**src/rtl/imm_enc_pkg.sv**
```systemverilog
// Shared types and rotate helpers for the rotated-immediate encoder and the Val2 decode side.
// Both directions use these helpers so encode and decode agree bit for bit.
package imm_enc_pkg;

  typedef enum logic [1:0] {
    IDLE   = 2'd0,
    SEARCH = 2'd1,
    DONE   = 2'd2
  } enc_state_e;

  localparam int ROT_STEPS   = 16;
  localparam int IMM_FIELD_W = 8;
  localparam int ROT_FIELD_W = 4;

  function automatic logic [31:0] rol32(input logic [31:0] value, input logic [4:0] amount);
    logic [63:0] dbl;
    dbl = {value, value} << amount;
    return dbl[63:32];
  endfunction

  function automatic logic [31:0] ror32(input logic [31:0] value, input logic [4:0] amount);
    logic [63:0] dbl;
    dbl = {value, value} >> amount;
    return dbl[31:0];
  endfunction

endpackage

```
**src/rtl/rot_candidate_check.sv**
```systemverilog
// Tests one candidate rotation: value is encodable at rotate_imm r when
// rotating it left by 2r leaves nothing above the 8-bit immediate field.
module rot_candidate_check
  import imm_enc_pkg::*;
(
  input  logic [31:0]            value,
  input  logic [ROT_FIELD_W-1:0] r,
  output logic                   match,
  output logic [IMM_FIELD_W-1:0] imm8
);

  logic [31:0] rotated;

  assign rotated = rol32(value, {r, 1'b0});
  assign match   = (rotated[31:IMM_FIELD_W] == '0);
  assign imm8    = rotated[IMM_FIELD_W-1:0];

endmodule

```
**src/rtl/imm_rotate_encoder.sv**
```systemverilog
// Iterative search for the ARM rotated-immediate encoding {rotate_imm, imm8} of a 32-bit constant.
// Optional macro ENC_INVERT_EN adds a second search on ~value (MVN form) when the first one fails.
module imm_rotate_encoder
  import imm_enc_pkg::*;
#(
  parameter int ROT_PER_CYCLE = 1
) (
  input  logic        clk,
  input  logic        rst_n,
  input  logic        in_valid,
  output logic        in_ready,
  input  logic [31:0] value,
  output logic        out_valid,
  input  logic        out_ready,
  output logic        encodable,
  output logic [11:0] shifter_operand,
  output logic        inverted
);

  if (!(ROT_PER_CYCLE == 1 || ROT_PER_CYCLE == 2 || ROT_PER_CYCLE == 4 ||
        ROT_PER_CYCLE == 8 || ROT_PER_CYCLE == 16)) begin : g_bad_param
    $error("imm_rotate_encoder: ROT_PER_CYCLE must be 1, 2, 4, 8 or 16");
  end

`ifdef ENC_INVERT_EN
  localparam bit INV_EN = 1'b1;
`else
  localparam bit INV_EN = 1'b0;
`endif

  localparam logic [ROT_FIELD_W-1:0] RC_STEP = ROT_FIELD_W'(ROT_PER_CYCLE);
  localparam logic [ROT_FIELD_W-1:0] RC_LAST = ROT_FIELD_W'(ROT_STEPS - ROT_PER_CYCLE);

  // Handshakes: a transfer happens on a rising edge where valid & ready are both 1;
  // valid never depends on ready, and a presented result holds until it is taken.
  enc_state_e             state_q, state_d;
  logic [ROT_FIELD_W-1:0] rc_q, rc_d;
  logic                   phase_q, phase_d;
  logic [31:0]            value_q, value_d;
  logic                   enc_q, enc_d;
  logic [11:0]            op_q, op_d;
  logic                   inv_q, inv_d;

  logic [31:0]            search_val;
  logic [ROT_PER_CYCLE-1:0] cand_match;
  logic [IMM_FIELD_W-1:0] cand_imm [ROT_PER_CYCLE];
  logic [ROT_FIELD_W-1:0] cand_r   [ROT_PER_CYCLE];
  logic                   found;
  logic [ROT_FIELD_W-1:0] sel_r;
  logic [IMM_FIELD_W-1:0] sel_imm;

  assign search_val = phase_q ? ~value_q : value_q;

  for (genvar g = 0; g < ROT_PER_CYCLE; g++) begin : g_cand
    assign cand_r[g] = rc_q + ROT_FIELD_W'(g);
    rot_candidate_check u_check (
      .value (search_val),
      .r     (cand_r[g]),
      .match (cand_match[g]),
      .imm8  (cand_imm[g])
    );
  end

  // Lowest-index match wins, which gives the smallest rotate_imm.
  always_comb begin
    found   = 1'b0;
    sel_r   = '0;
    sel_imm = '0;
    for (int i = ROT_PER_CYCLE - 1; i >= 0; i--) begin
      if (cand_match[i]) begin
        found   = 1'b1;
        sel_r   = cand_r[i];
        sel_imm = cand_imm[i];
      end
    end
  end

  always_comb begin
    state_d = state_q;
    rc_d    = rc_q;
    phase_d = phase_q;
    value_d = value_q;
    enc_d   = enc_q;
    op_d    = op_q;
    inv_d   = inv_q;
    case (state_q)
      IDLE: begin
        if (in_valid) begin
          value_d = value;
          rc_d    = '0;
          phase_d = 1'b0;
          state_d = SEARCH;
        end
      end
      SEARCH: begin
        if (found) begin
          enc_d   = 1'b1;
          op_d    = {sel_r, sel_imm};
          inv_d   = phase_q;
          state_d = DONE;
        end else if (rc_q == RC_LAST) begin
          if (INV_EN && !phase_q) begin
            phase_d = 1'b1;
            rc_d    = '0;
          end else begin
            enc_d   = 1'b0;
            op_d    = '0;
            inv_d   = 1'b0;
            state_d = DONE;
          end
        end else begin
          rc_d = rc_q + RC_STEP;
        end
      end
      DONE: begin
        if (out_ready) begin
          enc_d   = 1'b0;
          op_d    = '0;
          inv_d   = 1'b0;
          state_d = IDLE;
        end
      end
      default: state_d = IDLE;
    endcase
  end

  always_ff @(posedge clk) begin
    if (!rst_n) begin
      state_q <= IDLE;
      rc_q    <= '0;
      phase_q <= 1'b0;
      value_q <= '0;
      enc_q   <= 1'b0;
      op_q    <= '0;
      inv_q   <= 1'b0;
    end else begin
      state_q <= state_d;
      rc_q    <= rc_d;
      phase_q <= phase_d;
      value_q <= value_d;
      enc_q   <= enc_d;
      op_q    <= op_d;
      inv_q   <= inv_d;
    end
  end

  assign in_ready        = (state_q == IDLE);
  assign out_valid       = (state_q == DONE);
  assign encodable       = enc_q;
  assign shifter_operand = op_q;
  assign inverted        = inv_q;

endmodule

```
**config.mk**
```make
export PLATFORM = sky130hd
export DESIGN_NAME = imm_rotate_encoder
export DESIGN_NICKNAME = d
export VERILOG_FILES = /design/src/rtl/imm_enc_pkg.sv /design/src/rtl/rot_candidate_check.sv /design/src/rtl/imm_rotate_encoder.sv
export SDC_FILE = /design/constraint.sdc
export NUM_CORES = 1
export LEC_CHECK = 0
export CAP_MARGIN = 20
export CORE_MARGIN = 5
export CORE_UTILIZATION = 55
export DETAILED_ROUTE_END_ITERATION = 12
export PLACE_DENSITY = 0.86
export SLEW_MARGIN = 30
export SYNTH_ARGS = -nofsm -noshare
export SYNTH_HDL_FRONTEND = slang
export SYNTH_HIERARCHICAL = 1
export SYNTH_SLANG_ARGS = --single-unit
```
**constraint.sdc**
```tcl
create_clock -name clk -period 7.2 [get_ports clk]
set_clock_uncertainty 0.1 [all_clocks]
set_input_delay 0.72 -clock clk [delete_from_list [all_inputs] [get_ports clk]]
set_output_delay 0.72 -clock clk [all_outputs]
set_load 0.01 [all_outputs]
```
Word-level counts from Yosys, hierarchy flattened

Cells that the tools add are included.

Logic and storage cells: 46
Output and inout port bits: 16
Register bits: 52
Bits of input ports: 36

Eq/ne operators: 8
Shift operators: 1
$add $sub $neg: 1
Reductions and logical operators: 8
Multiplexer cells: 22

Operators with widths:

| cell                | count |
|---|---|
| $shl 64x5->64       | 1 |
| $mux 12             | 3 |
| $logic_not 24->1    | 1 |
| $pmux 12 s2         | 1 |
| $mux 4              | 4 |
| $mux 2              | 4 |
| $mux 8              | 1 |
| $pmux 4 s2          | 1 |
| $ne 2x2->1 const B  | 3 |
| $pmux 2 s3          | 1 |
| $reduce_and 3->1    | 2 |
| $mux 1              | 5 |
| $add 4x1->4 const B | 1 |
| $eq 4x4->1 const B  | 1 |
| $pmux 1 s2          | 2 |
| $reduce_and 4->1    | 1 |
| $reduce_bool 2->1   | 2 |
| $ne 3x3->1 const B  | 1 |
| $eq 2x1->1 const B  | 1 |
| $eq 2x2->1 const B  | 1 |
| $logic_not 2->1     | 1 |
| $ne 2x1->1 const B  | 1 |
| $reduce_and 2->1    | 1 |

Logic depth before layout (Yosys ltp)

Depth after elaboration: 5
Depth in mapped cells: 13
Depth with buffers taken out: 8

By module

Netlist, hierarchy kept.

Modules (own cells, without submodules):

| module              | area an instance (sq um) | times used | seq. area each (sq um) | cells an instance |
|---|---|---|---|---|
| imm_rotate_encoder  | 2001.9                   | 1          | 1021.0                 | 239 |
| rot_candidate_check | 1437.6                   | 1          | 0.0                    | 186 |

Worst setup path before layout

No wires, ideal clock.

Path type: register to register
Start point: register rc_q[2]
End point: register op_q[10] (netlist: shifter_operand[10])
Arrival time: 2.854 ns
Period minus slack after synthesis: 3.026 ns
Setup time: 0.072 ns
Cell stages (with the launch flop): 11
Path buffers: 2
Setup slack: 4.174 ns
Required time: 7.028 ns
Path through: dfxtp_1 -> buf_6 -> mux2_4 -> a2111oi_4 -> o2111ai_1 -> a311o_1 -> a2111oi_2 -> and2_1 -> clkbuf_1 -> nand3_1 -> mux2i_1

Cells in the longest elaborated chain, start to end: 5
Elaborated cells on any way between the ends: 9
Classes of those cells: eq/ne: 2; shift: 1; mux: 4; reduce/logical: 2

RTL lines:

| item                                                      | line                      | text |
|---|---|---|
| start, declared                                           | imm_rotate_encoder.sv:37  | `logic [ROT_FIELD_W-1:0] rc_q, rc_d;` |
| start signal, assigned                                    | imm_rotate_encoder.sv:138 | `rc_q <= rc_d;` |
| $shl 64x5->64 (*)                                         | imm_enc_pkg.sv:17         | `dbl = {value, value} << amount;` |
| $logic_not 24->1 (*)                                      | rot_candidate_check.sv:15 | `assign match = (rotated[31:IMM_FIELD_W] == '0);` |
| via cand_match                                            | imm_rotate_encoder.sv:45  | `logic [ROT_PER_CYCLE-1:0] cand_match;` |
| $mux 1 or $mux 4 (tied branches)                          | imm_rotate_encoder.sv:70  | `if (cand_match[i]) begin` |
| $ne 3x3->1 (no line) or $mux 12 (tied branches)           | n/a                       |  |
| $reduce_and 3->1 (no line) or $pmux 12 s2 (tied branches) | n/a                       |  |
| end signal, assigned                                      | imm_rotate_encoder.sv:142 | `op_q <= op_d;` |
| end, declared                                             | imm_rotate_encoder.sv:41  | `logic [11:0] op_q, op_d;` |

Mark *: on every way through the listed nets, which the timed path passes. The rest lies on a longest branch.
A chain may end at the register's enable or synchronous reset.

Worst setup path in the final report

Start point: register rc_q[1]
End point: register rc_q[2]

Cells in the longest elaborated chain, start to end: 5
Elaborated cells on any way between the ends: 11
Classes of those cells: add/sub: 1; eq/ne: 3; shift: 1; mux: 4; reduce/logical: 2

RTL lines:

| item                       | line |
|---|---|
| $shl 64x5->64              | imm_enc_pkg.sv:17 |
| $logic_not 24->1           | rot_candidate_check.sv:15 |
| via cand_match             | imm_rotate_encoder.sv:45 |
| $mux 1                     | imm_rotate_encoder.sv:70 |
| $ne 2x2->1 (no line)       | n/a |
| $reduce_and 4->1 (no line) | n/a |

The timed path passes the listed nets, and every way through them passes these cells. The select of a mux whose other input is x is not followed.

==> run_results.csv <==
group,metric,value,unit
clocking,root_buffer,"clkbuf_8",
route,vias_per_cell,6.37,
clocking,postCtsSetupBuffers,0,
worst_setup_path,critPathBufInv,1,
worst_setup_path,worstSetupPathType,"flop to flop",
worst_hold_path,min-delay-start,"shifter_operand[4]",
die,die-height,89.1,um
synth,synth_flop_cell,"dfxtp_1",
clocking,cts_sinks,51,
synth,yosysWarnings,6,
synth,synth_enable_flop_cells,0,
die,die-area,7940,sq um
global_route,grt_pass1_wl,15200,um
synth,syn_nets,462,
cells_and_area,nFillCells,501,
clocking,cts_hold_buf,0,
die,start_util,57.4,%
cells_and_area,final_nets,488,
synth,syn_area_per_cell,8.09,sq um
route,top_layer,"met4",
cells_and_area,num_antenna_cells,0,
cells_and_area,final_cells,527,
clocking,cts_tree,"done",
run,drv_cap,0,
cells_and_area,multiInputGateArea,2220,sq um
route,first_pass_iters,5,
clocking,insertion_delay,0.30,ns
cells_and_area,seq_area,1020,sq um
global_route,antenna_found_initial,0,
clocking,cts_buffers,5,
clocking,cts.clk_slew.worst_paths,0.09,ns
route,wl_met3,751,um
sta,tns,0,ns
die,rows,28,
sta,fin_crit,3.81,ns
sta,holdWs,0.367,ns
worst_setup_path,cp_data_arrival_time,3.91,ns
worst_setup_path,crit-reg2reg-launch,"rc_q[1]",
synth,synth_area_leader_cell,"dfxtp_1",
worst_setup_path,slowest_stage,"dfxtp_1",
power_and_ir_drop,peakVddDrop,0.132,mV
placement,numPlacedInstances,519,
route,via_count,3355,
worst_setup_path,slowest_delay,0.72,ns
sta,setup_ws,3.39,ns
synth,syn_area,3440,sq um
route,wl_met2,4360,um
power_and_ir_drop,power_density,171,nW/um^2
synth,ys_seq_area_share,29.7,%
worst_setup_path,critPathMaxFanout,38,
sta,fmax,0.262,GHz
global_route,grt_pass1_vias,3071,
worst_setup_path,critPathLaunchType,"flop",
die,die_w,89.1,um
cells_and_area,drive_above_1_share,11.3,%
worst_setup_path,critPathCaptureType,"flop",
route,drt-met1-wl,4120,um
route,ant_nets,0,
worst_setup_path,crit_chain,"buf_4 -> mux4_2 -> nor2_1 -> nand4b_1 -> a211o_1 -> a2111oi_2 -> or3b_4 -> o21ai_0 -> a311oi_1",
sta,drv_slew,0,
placement,placed_cell_area,3880,sq um
placement,io_buffer_count,50,
route,routed_wl,9350,um
worst_setup_path,cp-startpoint,"rc_q[1]",
synth,yosysTopAreaCellShare,29.7,%
die,io_pins,52,
route,drc,0,
global_route,grt_start_max_net_pins,55,
worst_hold_path,min_path_type,"flop to flop",
sta,finalHoldViolations,0,
sta,slew-limit-headroom,43.5,%
worst_setup_path,crit_required,7.30,ns
sta,min_period_over_period,53.0,%
sta,grt_setup_unrepaired,"false",
synth,synth_seq_cells,51,
sta,setup_viol,0,
clocking,htreeDepth,2,
cells_and_area,final_cell_area,3970,sq um
placement,gp_congestion,1.02,
status,outcome,"finished, final reports clean",
die,coreArea,5990,sq um
power_and_ir_drop,leakage,1.43,nW
synth,synthCells,425,
route,wl_per_cell,17.7,um
placement,hpwl,6690,um
global_route,grtUsageTotal,24.3,%
sta,tightestPinTransition,0.846,ns
synth,synth_area_leaders,"dfxtp_1, nand2_1, mux2i_1",
clocking,postCtsResizedCells,0,
worst_setup_path,crit_family,"compound AO/OA/AOI/OAI gates",
synth,post_synth_num_cell_types,57,
route,first_iter_violations,403,
clocking,clockBufferDepth,2,
placement,pre_cts_ws,3.46,ns
synth,async_flop_share,0,%
global_route,grt_overflow,0,
cells_and_area,area_growth,15.4,%
synth_stat cells (all sizes together) (2+ instances only):
master and instances:
o31ai 2, o2111ai 2, mux4 9, or3 2
a211o 2, and3 2, a211oi 6, dfxtp 51
o221ai 2, buf 19, mux2i 31, a2111oi 5
nand2b 4, nor3 15, a31oi 4, nor4b 2
nand2 84, nor4 5, or3b 2, nor2b 4
clkbuf 15, a21oi 51, o21ai 15, nor2 24
nor3b 4, mux2 23, and2 2, inv 4
o211ai 2, nand3 15
path summary, 6_finish.rpt:
kind | end | slack (ns) | cells after the start
setup / recovery | rc_q[2] | 3.39 | 9
hold / removal | shifter_operand[4] | 0.37 | 2
setup reg to reg | rc_q[2] | 3.39 | 9
hold reg to reg | shifter_operand[4] | 0.37 | 2
state kept, by name, summed over array words and instances (netlist names):
| register | flops |
|---|---|
| encodable | 1 |
| value_q | 32 |
| rc_q | 4 |
| shifter_operand | 12 |
| state_q | 2 |
layout make-up:
class / instances / share of cell area, %
clock inverters: 2 / 0.315
multi-input cells: 335 / 56.0
well taps: 75 / 2.36
inverters: 5 / 0.473
clock buffers: 6 / 1.83
repair buffers: 53 / 13.2
flip-flops and latches: 51 / 25.8
kinds of logic (layout without fill, tap and decap cells):
logic type | count (synthesis) | count (layout) | synth area share (%)
multiplexers | 63 | 63 | 22.6
adder cells (fa/ha/maj) | 1 | 1 | 0.364
AO/OA/AOI/OAI | 100 | 100 | 18.7
buffers and inverters | 39 | 66 | 5.82
flip-flops | 51 | 51 | 29.7
other | 1 | 1 | 0.109
AND/OR/NAND/NOR | 170 | 170 | 22.7
metal layers:
layer | GRT usage [%] | vias up
met5 | 0 | -
met4 | 6.09 | 0
met3 | 3.13 | 14
met2 | 39.1 | 175
met1 | 34.4 | 1571
li1 | - | 1595
stage by stage:
step	util (%)	power (W)
final	66.2	0.000679
after global routing	66.2	0.000713
after CTS	66.2	0.000680
after detailed placement	64.8	0.000520
after global placement	64.8	0.000517
after floorplan	-	0.000462
layout by cell type, fill, tap and decap left out, types with 5 or more instances in the layout:
master           count
o21ai_0             15
nor3_1              15
mux4_2               9
a211oi_1             6
clkdlybuf4s50_1     50
clkbuf_8             5
a21oi_1             51
nand3_1             15
nand2_1             84
dfxtp_1             50
mux2i_1             31
nor2_1              24
nor4_1               5
mux2_2              21
report_power, final:
part | internal [W] | switching, W | total (W)
Clock | 0.0000682 | 0.0000941 | 0.000162
Sequential | 0.000298 | 0.0000320 | 0.000330
Combinational | 0.0000875 | 0.0000994 | 0.000187
tightest hold or removal path: cells and delay by family, from the launching register on:
| family | cells | cell delay, ns |
|---|---|---|
| DFF | 1 | 0.32 |
| and+or+nand+nor | 1 | 0.05 |
| muxes | 1 | 0.05 |
Note: power is estimated with default switching activity, not from simulation.
==> variant 1 (config.mk and constraints unchanged) <==
Reset style: asynchronous (`rst_n`), changed in one clocked block.
--- a/src/rtl/imm_rotate_encoder.sv
+++ b/src/rtl/imm_rotate_encoder.sv
@@ -124,7 +124,7 @@
     endcase
   end
 
-  always_ff @(posedge clk) begin
+  always_ff @(posedge clk or negedge rst_n) begin
     if (!rst_n) begin
       state_q <= IDLE;
       rc_q    <= '0;
Formal check against the unedited RTL: differs if rst_n is asserted again (counterexample within 4 cycles, from zero or initial values and one cycle with rst_n low); with rst_n held inactive, the same outputs for 10 cycles.
==> variant 1 against the original RTL <==
Worst setup slack got worse by 27 ps; wire length fell by 6.7%; area after synthesis rose by 4.7%; synthesized cell count fell by 24%; critical endpoint is now shifter_operand[1]; sequential share of layout area rose by 5.1 points; fmax fell by 0.71%; design area rose by 4.2%; sequential cell count did not move.
Power is not compared: it rests on default switching activity, and its combinational part moved more than twofold at a synthesized area within 25%.
==> variant 1: results <==
group,metric,value,unit
run_status,status,"finished clean",
sta,whs,393,ps
power_and_ir_drop,clock_power,171,uW
synth,synthTopCellsByCount,"dfrtp_1 (51), mux2_4 (28), nor2_1 (27)",
placed_design,dp.cells,427,
final_layout,nFillCells,491,
cts,postCtsSetupBuffers,0,
final_layout,regMostFlops,"value_q",
hold_path,min_from,"encodable",
worst_setup_path,r2r_end,"shifter_operand[1]",
synth,synth_cell_types,58,
cts,htreeDepth,2,
final_layout,utilization,0.651,
final_layout,fin_nets,394,
sta,slew_headroom,0.475,
worst_setup_path,r2r_start,"rc_q[2]",
synth,async_flop_share,1.00,
global_routing,grtUsageMet1,0.294,
routing,wl_met2,4150,um
hold_path,whs_path_depth,1,
global_routing,track_usage,0.211,
final_layout,drive_gt1_frac,0.229,
global_routing,grt_pass1_wl,14300,um
global_routing,grtUsageMet3,0.0442,
placed_design,preCtsSetupSlack,3150,ps
worst_setup_path,max_stage_delay,840,ps
hold_path,hold_path_end,"encodable",
worst_setup_path,regToRegSetupSlack,3360,ps
placed_design,placed_cell_area,0.00404,mm2
routing,wl_per_cell,20.0,um
cts,ctsLongestPathBuffers,2,
power_and_ir_drop,peakVddDrop,251,uV
cts,clk_pin_slew,90,ps
routing,wl_met1,3670,um
final_layout,largest_reg_flops,32,
placed_design,routabilityCongestion,0.930,
global_routing,grt_max_degree,57,
final_layout,finalNonFillerCells,435,
worst_setup_path,reg2reg_depth,8,
synth,synth_nets,359,
sta,period_share,0.534,
synth,synth.avg_cell_area,11.2,um2
placed_design,post-dp-hpwl,6170,um
worst_setup_path,cp_max_fo,55,
routing,dr_wl_met3,713,um
synth,synth_compound_area_frac,0.160,
synth,synth_adder_area_share,0.00348,
routing,antenna_left,0,
power_and_ir_drop,power_leakage,0.00173,uW
power_and_ir_drop,switching_share,0.446,
synth,seq_area_frac_synth,0.355,
routing,vias,2838,
synth,synthTopCellsByArea,"dfrtp_1 (35%), mux2_4 (12%), mux2_2 (8.1%)",
synth,synth_xor_area_frac,0,
global_routing,met2_usage,0.325,
worst_setup_path,cp_slowest_cell,"dfrtp_4",
worst_setup_path,crit_arrival,3930,ps
routing,dr.first_iter.drc_count,236,
synth,synthMuxAreaShare,0.316,
==> variant 1: how the worst max path moves through the flow <==
stage	start	end	cells after the start
after floorplan	rc_q[1]	shifter_operand[10]	11
after global placement	rc_q[2]	shifter_operand[10]	8
after detailed placement	rc_q[2]	shifter_operand[5]	8
after CTS	rc_q[2]	shifter_operand[1]	8
after global routing	rc_q[2]	shifter_operand[1]	8
final	rc_q[2]	shifter_operand[1]	8
==> variant 1: worst reg2reg max path, stage by stage (launching register included) <==
cell	delay, ps
dfrtp_4	840
mux2_2	470
a2111oi_0	430
a21oi_1	80
a211o_1	300
a2111oi_2	560
and3b_1	580
a221oi_4	150
a22o_1	220
==> variant 1: cell type report <==
class                      count  share of cell area
multi-input combinational    243               0.517
clock inverter                 1             0.00121
sequential                    51               0.310
inverter                       3             0.00272
tap                           77              0.0233
timing repair buffer          53               0.125
clock buffer                   7              0.0209
==> variant 2 (same settings) <==
Without the edit above. Set the localparam `INV_EN` to 1'b1 (it was 1'b0).
--- a/src/rtl/imm_rotate_encoder.sv
+++ b/src/rtl/imm_rotate_encoder.sv
@@ -25,7 +25,7 @@
 `ifdef ENC_INVERT_EN
   localparam bit INV_EN = 1'b1;
 `else
-  localparam bit INV_EN = 1'b0;
+  localparam bit INV_EN = 1'b1;
 `endif
 
   localparam logic [ROT_FIELD_W-1:0] RC_STEP = ROT_FIELD_W'(ROT_PER_CYCLE);
Check against the original RTL: same outputs for any inputs over 10 cycles, from zero or initial values and one cycle with rst_n low; that may be too few to reach the edited logic, so the function may still have changed.
==> variant 2 against the original RTL <==
Sequential cell count increased by 2; wire length increased by 3.7%; synthesized cell count increased by 7.1%; non-clock buffer count increased by 3; area after synthesis increased by 14%; worst setup slack got worse by 390 ps; design area increased by 13%; total power increased by 3.8%; largest power group unchanged.
==> variant 2: results <==
group,metric,value,unit
placed_design,post-dp-hpwl,6650,um
final_layout,largest_reg_flops,32,
cts,clk_pin_slew,110,ps
worst_setup_path,reg2reg_depth,11,
routing,dr.first_iter.drc_count,377,
routing,wl_per_cell,16.8,um
routing,wl_met1,3920,um
final_layout,fin_nets,515,
power_and_ir_drop,power_leakage,0.00163,uW
worst_setup_path,cp_slowest_cell,"a2111oi_0",
placed_design,routabilityCongestion,0.955,
synth,synth_nets,492,
routing,drtPass1Iterations,7,
cts,ctsLongestPathBuffers,2,
global_routing,met2_usage,0.359,
global_routing,grtUsageMet3,0.0422,
final_layout,nFillCells,584,
routing,via_per_inst,6.22,
placed_design,numPortBuffers,51,
hold_path,hold_path_end,"encodable",
worst_setup_path,regToRegSetupSlack,3000,ps
synth,synth_cell_types,53,
power_and_ir_drop,switching_share,0.333,
run_status,status,"finished clean",
final_layout,drive_gt1_frac,0.134,
power_and_ir_drop,peakVddDrop,117,uV
synth,synthTopCellsByCount,"nand2_1 (87), dfxtp_1 (53), a21oi_1 (44)",
global_routing,track_usage,0.227,
worst_setup_path,r2r_start,"phase_q",
global_routing,grt_pass1_wl,16200,um
routing,dr_wl_met3,746,um
final_layout,diodes,0,
synth,seq_area_frac_synth,0.270,
synth,synthTopCellsByArea,"dfxtp_1 (27%), mux4_2 (17%), nand2_1 (8.3%)",
worst_setup_path,critPathTopFamily,"compound AO/OA/AOI/OAI gates",
global_routing,grt_pass1_vias,3302,
hold_path,min_from,"encodable",
worst_setup_path,r2r_end,"shifter_operand[11]",
cts,htreeDepth,2,
sta,whs,355,ps
cts,postCtsSetupBuffers,0,
sta,tightest_slew,923,ps
routing,wl_met2,4590,um
global_routing,grt_max_degree,70,
global_routing,grtUsageMet1,0.304,
power_and_ir_drop,sequentialPowerShare,0.448,
worst_setup_path,max_stage_delay,770,ps
power_and_ir_drop,p_switching,235,uW
power_and_ir_drop,clock_power,180,uW
worst_setup_path,cp_max_fo,36,
[variant 2: cell types whose count changed in the layout (fill, tap and decap cells not counted), moves of 6 or more]
cell and delta:
xor2_1 +32, mux4_2 +20, mux2_2 -18, mux2i_1 -16, o21ai_1 +11, a21oi_1 -7
o21ai_0 -6
[variant 2: per-stage QoR]
| step | setup slack, ps | cell area [um2] | instances |
|---|---|---|---|
| 2_1_floorplan | 3930 | 3930 | 455 |
| 3_3_place_gp | 2450 | 4370 | 566 |
| 3_5_place_dp | 2670 | 4380 | 567 |
| 4_1_cts | 2640 | 4480 | 575 |
| 5_1_grt | 2660 | 4480 | 575 |
| 6_report | 3000 | 4480 | 575 |
[variant 2: worst max path at each step]
stage | startpoint | to | slack [ps] | cells past startpoint
floorplan | phase_q | inverted | 3930 | 14
global placement | phase_q | shifter_operand[2] | 2450 | 9
detailed placement | phase_q | shifter_operand[11] | 2670 | 12
CTS | phase_q | shifter_operand[11] | 2640 | 12
global route | phase_q | shifter_operand[2] | 2660 | 12
finish | phase_q | shifter_operand[11] | 3000 | 11
[variant 2: layout make-up]
| type | instances | area (um2) | share of cell area |
|---|---|---|---|
| multi-input combinational | 357 | 2620 | 0.585 |
| tap | 96 | 120 | 0.0268 |
| clock inverter | 3 | 26.3 | 0.00587 |
| sequential | 53 | 1070 | 0.238 |
| timing repair buffer | 56 | 556 | 0.124 |
| clock buffer | 5 | 68.8 | 0.0154 |
| inverter | 5 | 18.8 | 0.00419 |
[variant 2: cell families after synthesis]
logic type,synth area share
mux,0.223
simple gates,0.208
compound gates,0.161
flops,0.270
xor+xnor,0.0714
fa+ha+maj,0.00319
buf+inv,0.0637
